$ cat config.mk
export PLATFORM = sky130hd
export DESIGN_NAME = sm_serial_add_ctrl
export DESIGN_NICKNAME = d
export VERILOG_FILES = /design/src/rtl/sm_serial_add_ctrl.sv
export SDC_FILE = /design/constraint.sdc
export NUM_CORES = 1
export LEC_CHECK = 0
export CAP_MARGIN = 20
export CORE_MARGIN = 1.5
export CORE_UTILIZATION = 50
export CTS_CLUSTER_DIAMETER = 120
export CTS_CLUSTER_SIZE = 28
export DETAILED_ROUTE_END_ITERATION = 12
export DONT_BUFFER_PORTS = 1
export GPL_ROUTABILITY_DRIVEN = 1
export PLACE_DENSITY_LB_ADDON = 0.25
export SETUP_SLACK_MARGIN = 0.2
export SYNTH_ARGS = -nofsm -noshare
export SYNTH_HDL_FRONTEND = slang
export SYNTH_SLANG_ARGS = --single-unit
$ cat constraint.sdc
create_clock -name clk -period 4.6 [get_ports clk]
set_input_delay 0.92 -clock clk [delete_from_list [all_inputs] [get_ports clk]]
set_output_delay 0.92 -clock clk [all_outputs]
set_load 0.1 [all_outputs]
$ cat src/rtl/sm_serial_add_ctrl.sv
// Bit-serial sign-magnitude adder controller.
// One full-adder cell is reused per bit, LSB first.
module sm_serial_add_ctrl #(
  parameter int N = 8
) (
  input  logic         clk,
  input  logic         rst,
  input  logic         in_valid,
  output logic         in_ready,
  input  logic         a_sign,
  input  logic [N-1:0] a_mag,
  input  logic         b_sign,
  input  logic [N-1:0] b_mag,
  output logic         out_valid,
  input  logic         out_ready,
  output logic         s_sign,
  output logic [N-1:0] s_mag,
  output logic         overflow,
  output logic         busy
);

  localparam int IW = (N > 2) ? $clog2(N) : 1;
  localparam logic [IW-1:0] LAST = IW'(N - 1);

  localparam logic [1:0] IDLE = 2'd0;
  localparam logic [1:0] ADD  = 2'd1;
  localparam logic [1:0] NEG  = 2'd2;
  localparam logic [1:0] DONE = 2'd3;

  logic [1:0]    state_q, state_d;
  logic          a_sign_q, a_sign_d;
  logic          b_sign_q, b_sign_d;
  logic [N-1:0]  a_mag_q, a_mag_d;
  logic [N-1:0]  b_mag_q, b_mag_d;
  logic          eff_sub_q, eff_sub_d;
  logic [IW-1:0] i_q, i_d;
  logic          carry_q, carry_d;
  logic [N-1:0]  sum_q, sum_d;
  logic          s_sign_q, s_sign_d;
  logic          ovf_q, ovf_d;

  logic fa_a, fa_b, fa_ci, fa_s, fa_co;

  // The single shared full-adder cell
  assign fa_s  = fa_a ^ fa_b ^ fa_ci;
  assign fa_co = (fa_a & fa_b) | (fa_ci & (fa_a ^ fa_b));

  assign in_ready  = (state_q == IDLE);
  assign out_valid = (state_q == DONE);
  assign busy      = (state_q != IDLE);
  assign s_sign    = s_sign_q;
  assign s_mag     = sum_q;
  assign overflow  = ovf_q;

  always_comb begin
    state_d   = state_q;
    a_sign_d  = a_sign_q;
    b_sign_d  = b_sign_q;
    a_mag_d   = a_mag_q;
    b_mag_d   = b_mag_q;
    eff_sub_d = eff_sub_q;
    i_d       = i_q;
    carry_d   = carry_q;
    sum_d     = sum_q;
    s_sign_d  = s_sign_q;
    ovf_d     = ovf_q;
    fa_a      = 1'b0;
    fa_b      = 1'b0;
    fa_ci     = 1'b0;

    case (state_q)
      IDLE: begin
        if (in_valid) begin
          a_sign_d  = a_sign;
          b_sign_d  = b_sign;
          a_mag_d   = a_mag;
          b_mag_d   = b_mag;
          eff_sub_d = a_sign ^ b_sign;
          carry_d   = a_sign ^ b_sign;
          i_d       = '0;
          state_d   = ADD;
        end
      end
      ADD: begin
        fa_a       = a_mag_q[i_q];
        fa_b       = b_mag_q[i_q] ^ eff_sub_q;
        fa_ci      = carry_q;
        sum_d[i_q] = fa_s;
        carry_d    = fa_co;
        i_d        = i_q + IW'(1);
        if (i_q == LAST) begin
          if (!eff_sub_q) begin
            s_sign_d = a_sign_q & (sum_d != '0);
            ovf_d    = fa_co;
            state_d  = DONE;
          end else if (fa_co) begin
            s_sign_d = a_sign_q & (sum_d != '0);
            ovf_d    = 1'b0;
            state_d  = DONE;
          end else begin
            // |A| < |B|: the raw difference is negative, negate it
            i_d     = '0;
            carry_d = 1'b1;
            state_d = NEG;
          end
        end
      end
      NEG: begin
        fa_a       = ~sum_q[i_q];
        fa_b       = 1'b0;
        fa_ci      = carry_q;
        sum_d[i_q] = fa_s;
        carry_d    = fa_co;
        i_d        = i_q + IW'(1);
        if (i_q == LAST) begin
          s_sign_d = b_sign_q & (sum_d != '0);
          ovf_d    = 1'b0;
          state_d  = DONE;
        end
      end
      DONE: begin
        if (out_ready) state_d = IDLE;
      end
      default: state_d = IDLE;
    endcase
  end

  always_ff @(posedge clk) begin
    if (rst) begin
      state_q   <= IDLE;
      a_sign_q  <= 1'b0;
      b_sign_q  <= 1'b0;
      a_mag_q   <= '0;
      b_mag_q   <= '0;
      eff_sub_q <= 1'b0;
      i_q       <= '0;
      carry_q   <= 1'b0;
      sum_q     <= '0;
      s_sign_q  <= 1'b0;
      ovf_q     <= 1'b0;
    end else begin
      state_q   <= state_d;
      a_sign_q  <= a_sign_d;
      b_sign_q  <= b_sign_d;
      a_mag_q   <= a_mag_d;
      b_mag_q   <= b_mag_d;
      eff_sub_q <= eff_sub_d;
      i_q       <= i_d;
      carry_q   <= carry_d;
      sum_q     <= sum_d;
      s_sign_q  <= s_sign_d;
      ovf_q     <= ovf_d;
    end
  end

endmodule

==> flow_summary_export.csv, run 1 <==
group,metric,value,unit
status,status,"finished, final reports clean",
drt,drtIter0Drc,118,
setup_path,arrival,2.41,ns
setup_path,cp-end-kind,"primary output",
final_layout,design_area,0.00214,sq mm
pwr,peakVddDrop,0.698,mV
global_route,grt_pass1_vias,1487,
setup_path,worst_ep_required_time,3.68,ns
final_layout,diodes,0,
setup_path,cp-endpoint,"busy",
final_layout,nets,269,
setup_path,path_max_fanout,6,
floorplanning,coreArea,0.00372,sq mm
timing,max_freq,0.300,GHz
final_layout,multi_input_area,0.00114,sq mm
pwr,power,1.24,mW
cts,cts_inserted_buffers,5,
timing,finalSetupTns,0,ns
synthesis,ys_seq_area_share,35.8,%
cts,cts-hold-fix-buffers,0,
flow_run,maxCapViolCount,0,
global_route,grt_overflow_total,0,
pwr,cellLeakagePower,0.782,nW
cts,clock_latency,0.29,ns
timing,maxSlewViolCount,0,
global_route,antenna_found_initial,0,
floorplanning,dieArea,0.00430,sq mm
timing,skew,0.00784,ns
drt,detail-route-antenna-nets,0,
synthesis,ys_seq_elements,35,
setup_path,regToRegSetupSlack,1.39,ns
drt,detail_route.wl_per_cell,14.5,um
final_layout,layout-drive-gt1-share,10.4,%
cts,cts_setup_buffers,0,
final_layout,final_util,57.6,%
place,io_buffers,0,
floorplanning,io_pins,35,
global_route,grt_start_max_net_pins,37,
synthesis,yosysUniqueCellTypes,48,
setup_path,critPathKind,"flop to primary output",
drt,firstDrtPassIters,4,
pwr,power.density,581,mW/mm^2
cts,clk_pin_slew,0.07,ns
drt,vias_per_cell,5.89,
timing,setup_viol,0,
synthesis,synthesis.area,0.00196,sq mm
floorplanning,die_h,65.6,um
drt,vias,1696,
cts,clk_path_buf_depth,2,
cts,cts_tree,"built",
setup_path,r2r_end,"s_sign",
place,place_area,0.00201,sq mm
floorplanning,placementRows,22,
timing,rsz0062_at_grt,"false",
timing,min_period,3.33,ns
final_layout,final.fill_count,362,
drt,wl,4190,um
floorplanning,start_util,52.7,%
place,gp_congestion,0.875,
cts,htree_levels,2,
timing,final_hold_viol_count,0,
floorplanning,die_x,65.6,um
final_layout,area_growth,9.27,%
cts,cts.sinks,35,
setup_path,critPathLaunch,"state_q[0]",
synthesis,synth_edf_count,0,
synthesis,synth_top_area_share,35.8,%
place,numPlacedInstances,280,
timing,post-route-period-util,72.5,%
synthesis,synthTopCellsByArea,"dfxtp_1 (36%), nand2_1 (9.0%), a21oi_1 (8.7%)",
setup_path,crit_path_start_kind,"flop",
drt,route.detailed.drc,0,
timing,worst_pin_slew,1.11,ns
synthesis,synth_cells,240,
global_route,track_usage,21.0,%
synthesis,async_flop_share,0,%
synthesis,synth_nets,270,
final_layout,stdcell_count,288,
worst_hold_path,hp-class,"flop to flop",
synthesis,syn_area_per_cell,8.16,sq um
final_layout,seq_area,701,sq um
timing,slew_headroom,26.0,%
place,dp_hpwl,2910,um
global_route,grt_pass1_wl,6860,um
synthesis,yosys.area.top_type,"dfxtp_1",
setup_path,r2r_cells,11,
cts,cts_root_buffer,"clkbuf_8",
setup_path,reg2reg_from,"i_q[1]",
synthesis,ys.flop_type,"dfxtp_1",
cts,cts_resized,0,
synthesis,yosys_warnings,0,
per-layer routing:
layer  part of all wire (%)  track usage, %  vias up
met2                     46            31.5       49
li1                       -               -      853
met4                    2.7            9.90        0
met1                     45            26.4      785
met3                    6.3            8.05        9
met5                      0               0        -
layout by cell type, fill, tap and decap left out, drive strengths merged, types with 4 or more instances in the layout:
| master | n |
|---|---|
| nor2b | 4 |
| a311oi | 6 |
| ha | 7 |
| nand3b | 4 |
| mux2i | 5 |
| o21ai | 4 |
| nand2b | 4 |
| inv | 6 |
| a21oi | 34 |
| buf | 11 |
| dfxtp | 35 |
| nor2 | 14 |
| nand2 | 47 |
| clkbuf | 6 |
| a211oi | 6 |
| nor3 | 4 |
where the power goes:
part           internal (mW)  total, mW  switching, mW
Combinational          0.155      0.523          0.367
Sequential             0.351      0.387         0.0355
Clock                  0.217      0.333          0.116
Total                  0.723       1.24          0.519
critical path: stages, from the launching register on:
cell	delay, ns
dfxtp_1	0.36
inv_1	0.12
ha_1	0.90
inv_1	0.75
flip-flops by register name (all words and copies together), names as in the netlist:
name       count
carry_q        1
a_sign_q       1
b_mag_q        8
s_mag          8
s_sign         1
eff_sub_q      1
state_q        2
a_mag_q        8
i_q            3
overflow       1
b_sign_q       1
Yosys cell counts, types with 2 or more instances:
library cell  number
nand2_1           47
dfxtp_1           35
a21oi_1           34
nor2_1            14
clkbuf_1           9
ha_1               7
a211oi_1           6
a311oi_1           6
inv_1              6
mux2i_1            5
nand2b_1           4
nand3b_1           4
nor3_1             4
o21ai_0            4
and3_1             3
buf_1              3
buf_2              3
buf_4              3
nor2b_1            3
o22ai_1            3
a31oi_1            2
a32oi_1            2
and2_1             2
mux4_2             2
nand3_1            2
nand4b_1           2
nor4b_1            2
nor4bb_1           2
xnor2_1            2
area by class of cell:
class | instances | share of cell area (%)
Sequential cell | 35 | 32.7
Multi-Input combinational cell | 180 | 53.3
Inverter | 6 | 1.05
Tap cell | 48 | 2.81
Clock buffer | 6 | 3.39
Timing Repair Buffer | 11 | 3.86
Clock inverter | 2 | 2.81
worst min-delay path by stage:
stage	from	to	cells past startpoint
2_1_floorplan	b_mag_q[4]	b_mag_q[4]	2
3_3_place_gp	b_mag_q[7]	b_mag_q[7]	2
3_5_place_dp	b_mag_q[7]	b_mag_q[7]	2
4_1_cts	b_mag_q[7]	b_mag_q[7]	2
5_1_grt	b_mag_q[7]	b_mag_q[7]	2
6_report	b_mag_q[7]	b_mag_q[7]	2
stage by stage:
stage | hold WS (ns) | worst slack, ns
2_1_floorplan | 0.433 | 1.63
3_3_place_gp | 0.435 | 1.55
3_5_place_dp | 0.440 | 1.43
4_1_cts | 0.450 | 1.25
5_1_grt | 0.466 | 1.16
6_report | 0.450 | 1.27
kinds of logic (layout without fill, tap and decap cells):
kind of cell	Yosys count	count (layout)	share of synthesized area, %
fa+ha+maj	8	8	5.50
xor+xnor	3	3	1.34
mux	9	9	6.20
compound gates	66	66	21.9
buf+inv	25	25	5.94
flops	35	35	35.8
simple gates	94	94	23.4
(Power assumes the default switching activity.)
==> run 2: changes to the inputs <==
- clock period: 4.6 -> 3.5 ns (I/O delays scaled with it)
==> flow_summary_export.csv, run 2 (same netlist as run 1, synthesis figures left out) <==
group,metric,value,unit
floorplanning,die_x,65.6,um
timing,fin_ws,0.420,ns
status,status,"finished, final reports clean",
setup_path,critPathKind,"flop to flop",
pwr,power.density,708,mW/mm^2
drt,detail-route-antenna-nets,0,
cts,clk_path_buf_depth,2,
timing,skew,0.00693,ns
place,numPlacedInstances,283,
pwr,power,1.50,mW
setup_path,path_max_fanout,24,
timing,rsz0062_at_grt,"false",
cts,cts_root_buffer,"clkbuf_8",
final_layout,diodes,0,
floorplanning,start_util,52.7,%
final_layout,stdcell_count,291,
final_layout,nets,272,
floorplanning,io_pins,35,
floorplanning,placementRows,22,
drt,detail_route.wl_per_cell,14.3,um
timing,final_hold_viol_count,0,
timing,maxSlewViolCount,0,
flow_run,maxCapViolCount,0,
global_route,grt_pass1_wl,6820,um
worst_hold_path,hp-class,"flop to flop",
place,io_buffers,0,
final_layout,final_cell_mix,"nand2_1 (47), a21oi_1 (34), dfxtp_1 (34)",
floorplanning,die_h,65.6,um
place,dp_hpwl,2960,um
timing,post-route-period-util,88.0,%
final_layout,layout-drive-gt1-share,12.3,%
global_route,grt_overflow_total,0,
cts,cts-hold-fix-buffers,0,
final_layout,final_util,57.0,%
cts,clk_pin_slew,0.07,ns
final_layout,final_common_cell,"nand2_1",
drt,wl,4150,um
drt,vias_per_cell,5.73,
setup_path,crit_path_start_kind,"flop",
cts,clock_latency,0.29,ns
timing,min_period,3.08,ns
cts,cts_inserted_buffers,5,
global_route,grt_start_max_net_pins,37,
setup_path,arrival,3.28,ns
timing,max_freq,0.325,GHz
drt,route.detailed.drc,0,
final_layout,area_growth,8.18,%
setup_path,cp-end-kind,"flop",
place,place_ws,0.335,ns
cts,htree_levels,2,
pwr,cellLeakagePower,0.775,nW
floorplanning,dieArea,0.00430,sq mm
pwr,peakVddDrop,0.769,mV
setup_path,worst_ep_required_time,3.70,ns
cts,cts.sinks,35,
global_route,antenna_found_initial,0,
floorplanning,coreArea,0.00372,sq mm
drt,vias,1666,
global_route,track_usage,20.8,%
final_layout,design_area,0.00212,sq mm
timing,slew_headroom,26.0,%
place,gp_congestion,0.920,
place,place_area,0.00203,sq mm
setup_path,regToRegSetupSlack,0.42,ns
timing,worst_pin_slew,1.11,ns
drt,firstDrtPassIters,4,
drt,drtIter0Drc,107,
cts,cts_tree,"built",
timing,hold_slack,0.448,ns
timing,setup_viol,0,
global_route,grt_pass1_vias,1516,
timing,finalSetupTns,0,ns
run 2: cell count changes in the layout (fill, tap and decap cells not counted), sizes merged:
| cell | previous run | this run |
|---|---|---|
| clkinvlp | 0 | 1 |
| buf | 11 | 14 |
| clkinv | 0 | 1 |
| bufinv | 2 | 0 |
run 2: timing repair:
action | 4_1_cts | 5_1_grt
setup endpoints to repair | 0 | 1
gates resized for setup | 0 | 2
setup buffers | 0 | 0
run 2: where the power goes:
group | internal, mW | leakage, nW | switching (mW)
registers | 0.462 | 0.286 | 0.0467
clock network | 0.139 | 0.0412 | 0.144
logic | 0.225 | 0.447 | 0.483
run 2: per-layer routing:
layer | global-route usage [%] | share of wire, %
met1 | 25.4 | 46
met4 | 7.81 | 2.0
met2 | 33.8 | 46
met3 | 7.36 | 6.0
met5 | 0 | 0
run 2: layout make-up:
class,instances,area [sq um]
Clock inverter,2,12.5
Timing Repair Buffer,14,105
Sequential cell,35,702
Tap cell,48,60.1
Inverter,6,22.5
Clock buffer,6,72.6
Multi-Input combinational cell,180,1140
Fill cell,362,1600
run 2: critical path, cell delays in order (launching register included):
cell and delay, ns:
dfxtp_1 0.35, buf_4 0.27, nor2_1 0.08, a221oi_2 0.22
a31oi_1 0.06, a311o_1 0.32, a32oi_1 0.27, fa_2 0.59
nor4bb_1 0.19, a211oi_1 0.22, nor4_1 0.09, o41ai_1 0.31
run 2: final timing paths:
check,from,to,cells after the start
worst min-delay path,b_mag_q[5],b_mag_q[5],2
worst min register to register,b_mag_q[5],b_mag_q[5],2
worst max-delay path,i_q[1],s_sign,11
worst max register to register,i_q[1],s_sign,11
==> run 3: changes to the inputs <==
- CORE_MARGIN: 1.5 -> 1
==> flow_summary_export.csv, run 3 (same netlist as run 1, synthesis figures left out) <==
group,metric,value,unit
place,gp_congestion,0.847,
floorplanning,io_pins,35,
timing,min_period,3.04,ns
floorplanning,coreArea,0.00372,sq mm
cts,cts.sinks,35,
final_layout,nets,273,
global_route,grt_pass1_wl,7030,um
timing,final_hold_viol_count,0,
pwr,internal_power,835,uW
final_layout,diodes,0,
global_route,grt_pass1_vias,1511,
cts,cts_root_buffer,"clkbuf_8",
timing,finalSetupTns,0,ns
final_layout,area_growth,8.50,%
pwr,combPwrFrac,47.6,%
final_layout,final_common_cell,"nand2_1",
timing,worst_pin_slew,1.14,ns
timing,skew,0.00589,ns
global_route,track_usage,21.8,%
setup_path,worst_ep_required_time,3.69,ns
cts,htree_levels,2,
global_route,grt_start_max_net_pins,37,
flow_run,maxCapViolCount,0,
pwr,peakVddDrop,0.755,mV
global_route,antenna_found_initial,0,
global_route,grt_overflow_total,0,
setup_path,path_max_fanout,24,
place,dp_hpwl,2880,um
status,status,"finished, final reports clean",
pwr,power.density,713,mW/mm^2
setup_path,crit_path_start_kind,"flop",
worst_hold_path,hp-class,"flop to flop",
cts,cts_inserted_buffers,5,
setup_path,critPathKind,"flop to flop",
timing,max_freq,0.329,GHz
drt,detail_route.wl_per_cell,14.3,um
cts,clock_latency,0.29,ns
setup_path,arrival,3.23,ns
final_layout,layout-drive-gt1-share,12.3,%
floorplanning,die_h,64.6,um
floorplanning,placementRows,22,
pwr,pwr-share-seq,33.6,%
drt,vias,1685,
pwr,power_frac_clock,18.8,%
pwr,cellLeakagePower,0.779,nW
drt,drtIter0Drc,156,
cts,cts_tree,"built",
timing,maxSlewViolCount,0,
setup_path,cp-end-kind,"flop",
floorplanning,die_x,64.6,um
drt,firstDrtPassIters,4,
drt,route.detailed.drc,0,
cts,clk_path_buf_depth,2,
place,io_buffers,0,
cts,cts-hold-fix-buffers,0,
timing,hold_slack,0.445,ns
timing,setup_viol,0,
pwr,sw_frac_of_total,44.8,%
drt,detail-route-antenna-nets,0,
timing,post-route-period-util,86.9,%
pwr,switchingPower,679,uW
floorplanning,dieArea,0.00417,sq mm
drt,vias_per_cell,5.77,
timing,slew_headroom,24.3,%
final_layout,final_cell_mix,"nand2_1 (47), dfxtp_1 (35), a21oi_1 (34)",
timing,rsz0062_at_grt,"false",
drt,wl,4170,um
cts,clk_pin_slew,0.07,ns
floorplanning,start_util,52.7,%
[run 3: cell types whose count changed in the layout (fill, tap and decap cells not counted), sizes merged]
cell / change
buf: +1
[run 3: stage by stage]
stage / power, mW / std cells / util (%) / instance area, sq um / setup slack (ns)
6_report: 1.51 / 292 / 57.2 / 2120 / 0.458
5_1_grt: 1.62 / 292 / 57.2 / 2120 / 0.209
4_1_cts: 1.51 / 291 / 56.9 / 2110 / 0.377
3_5_place_dp: 1.22 / 283 / 54.6 / 2030 / 0.370
3_3_place_gp: 1.22 / 283 / 54.6 / 2030 / 0.453
2_1_floorplan: 1.11 / 240 / - / 1960 / 0.535
[run 3: area by class of cell]
class	instances	area, sq um
Clock buffer	6	72.6
Clock inverter	2	12.5
Fill cell	356	1590
Inverter	6	22.5
Multi-Input combinational cell	180	1140
Sequential cell	35	701
Tap cell	48	60.1
Timing Repair Buffer	15	113
[run 3: what timing repair did]
action	in CTS	in global routing
endpoints found under the hold margin	0	0
setup buffers	0	1
endpoints found under the setup margin	0	1
gates resized for setup	0	1
[run 3: power groups by stage]
stage,sequential [mW],combinational [mW],clock [mW]
after floorplan,0.533,0.577,0
after global placement,0.517,0.701,0
after detailed placement,0.519,0.700,0
after CTS,0.510,0.702,0.294
after global routing,0.516,0.798,0.311
final,0.509,0.720,0.285
[run 3: final timing paths]
kind	end	depth (start not counted)	slack, ns	startpoint
worst min-delay path	b_mag_q[6]	2	0.45	b_mag_q[6]
worst max register to register	s_sign	11	0.46	i_q[1]
worst max-delay path	s_sign	11	0.46	i_q[1]
worst min register to register	b_mag_q[6]	2	0.45	b_mag_q[6]
[run 3: worst max-delay path: stages, from the launching register on]
cell and delay, ns:
dfxtp_1 0.35, buf_4 0.28, nor2_1 0.08, a221oi_2 0.22, a31oi_1 0.06, a311o_1 0.32
a32oi_1 0.22, fa_2 0.58, nor4bb_1 0.19, a211oi_1 0.24, nor4_1 0.10, o41ai_1 0.31
[run 3: routing by layer]
metal | track usage [%] | vias up | part of all wire [%]
met5 | 0 | - | 0
met2 | 32.2 | 40 | 47
met4 | 8.33 | 0 | 1.4
li1 | - | 858 | -
met3 | 6.69 | 6 | 5.5
met1 | 29.5 | 781 | 46
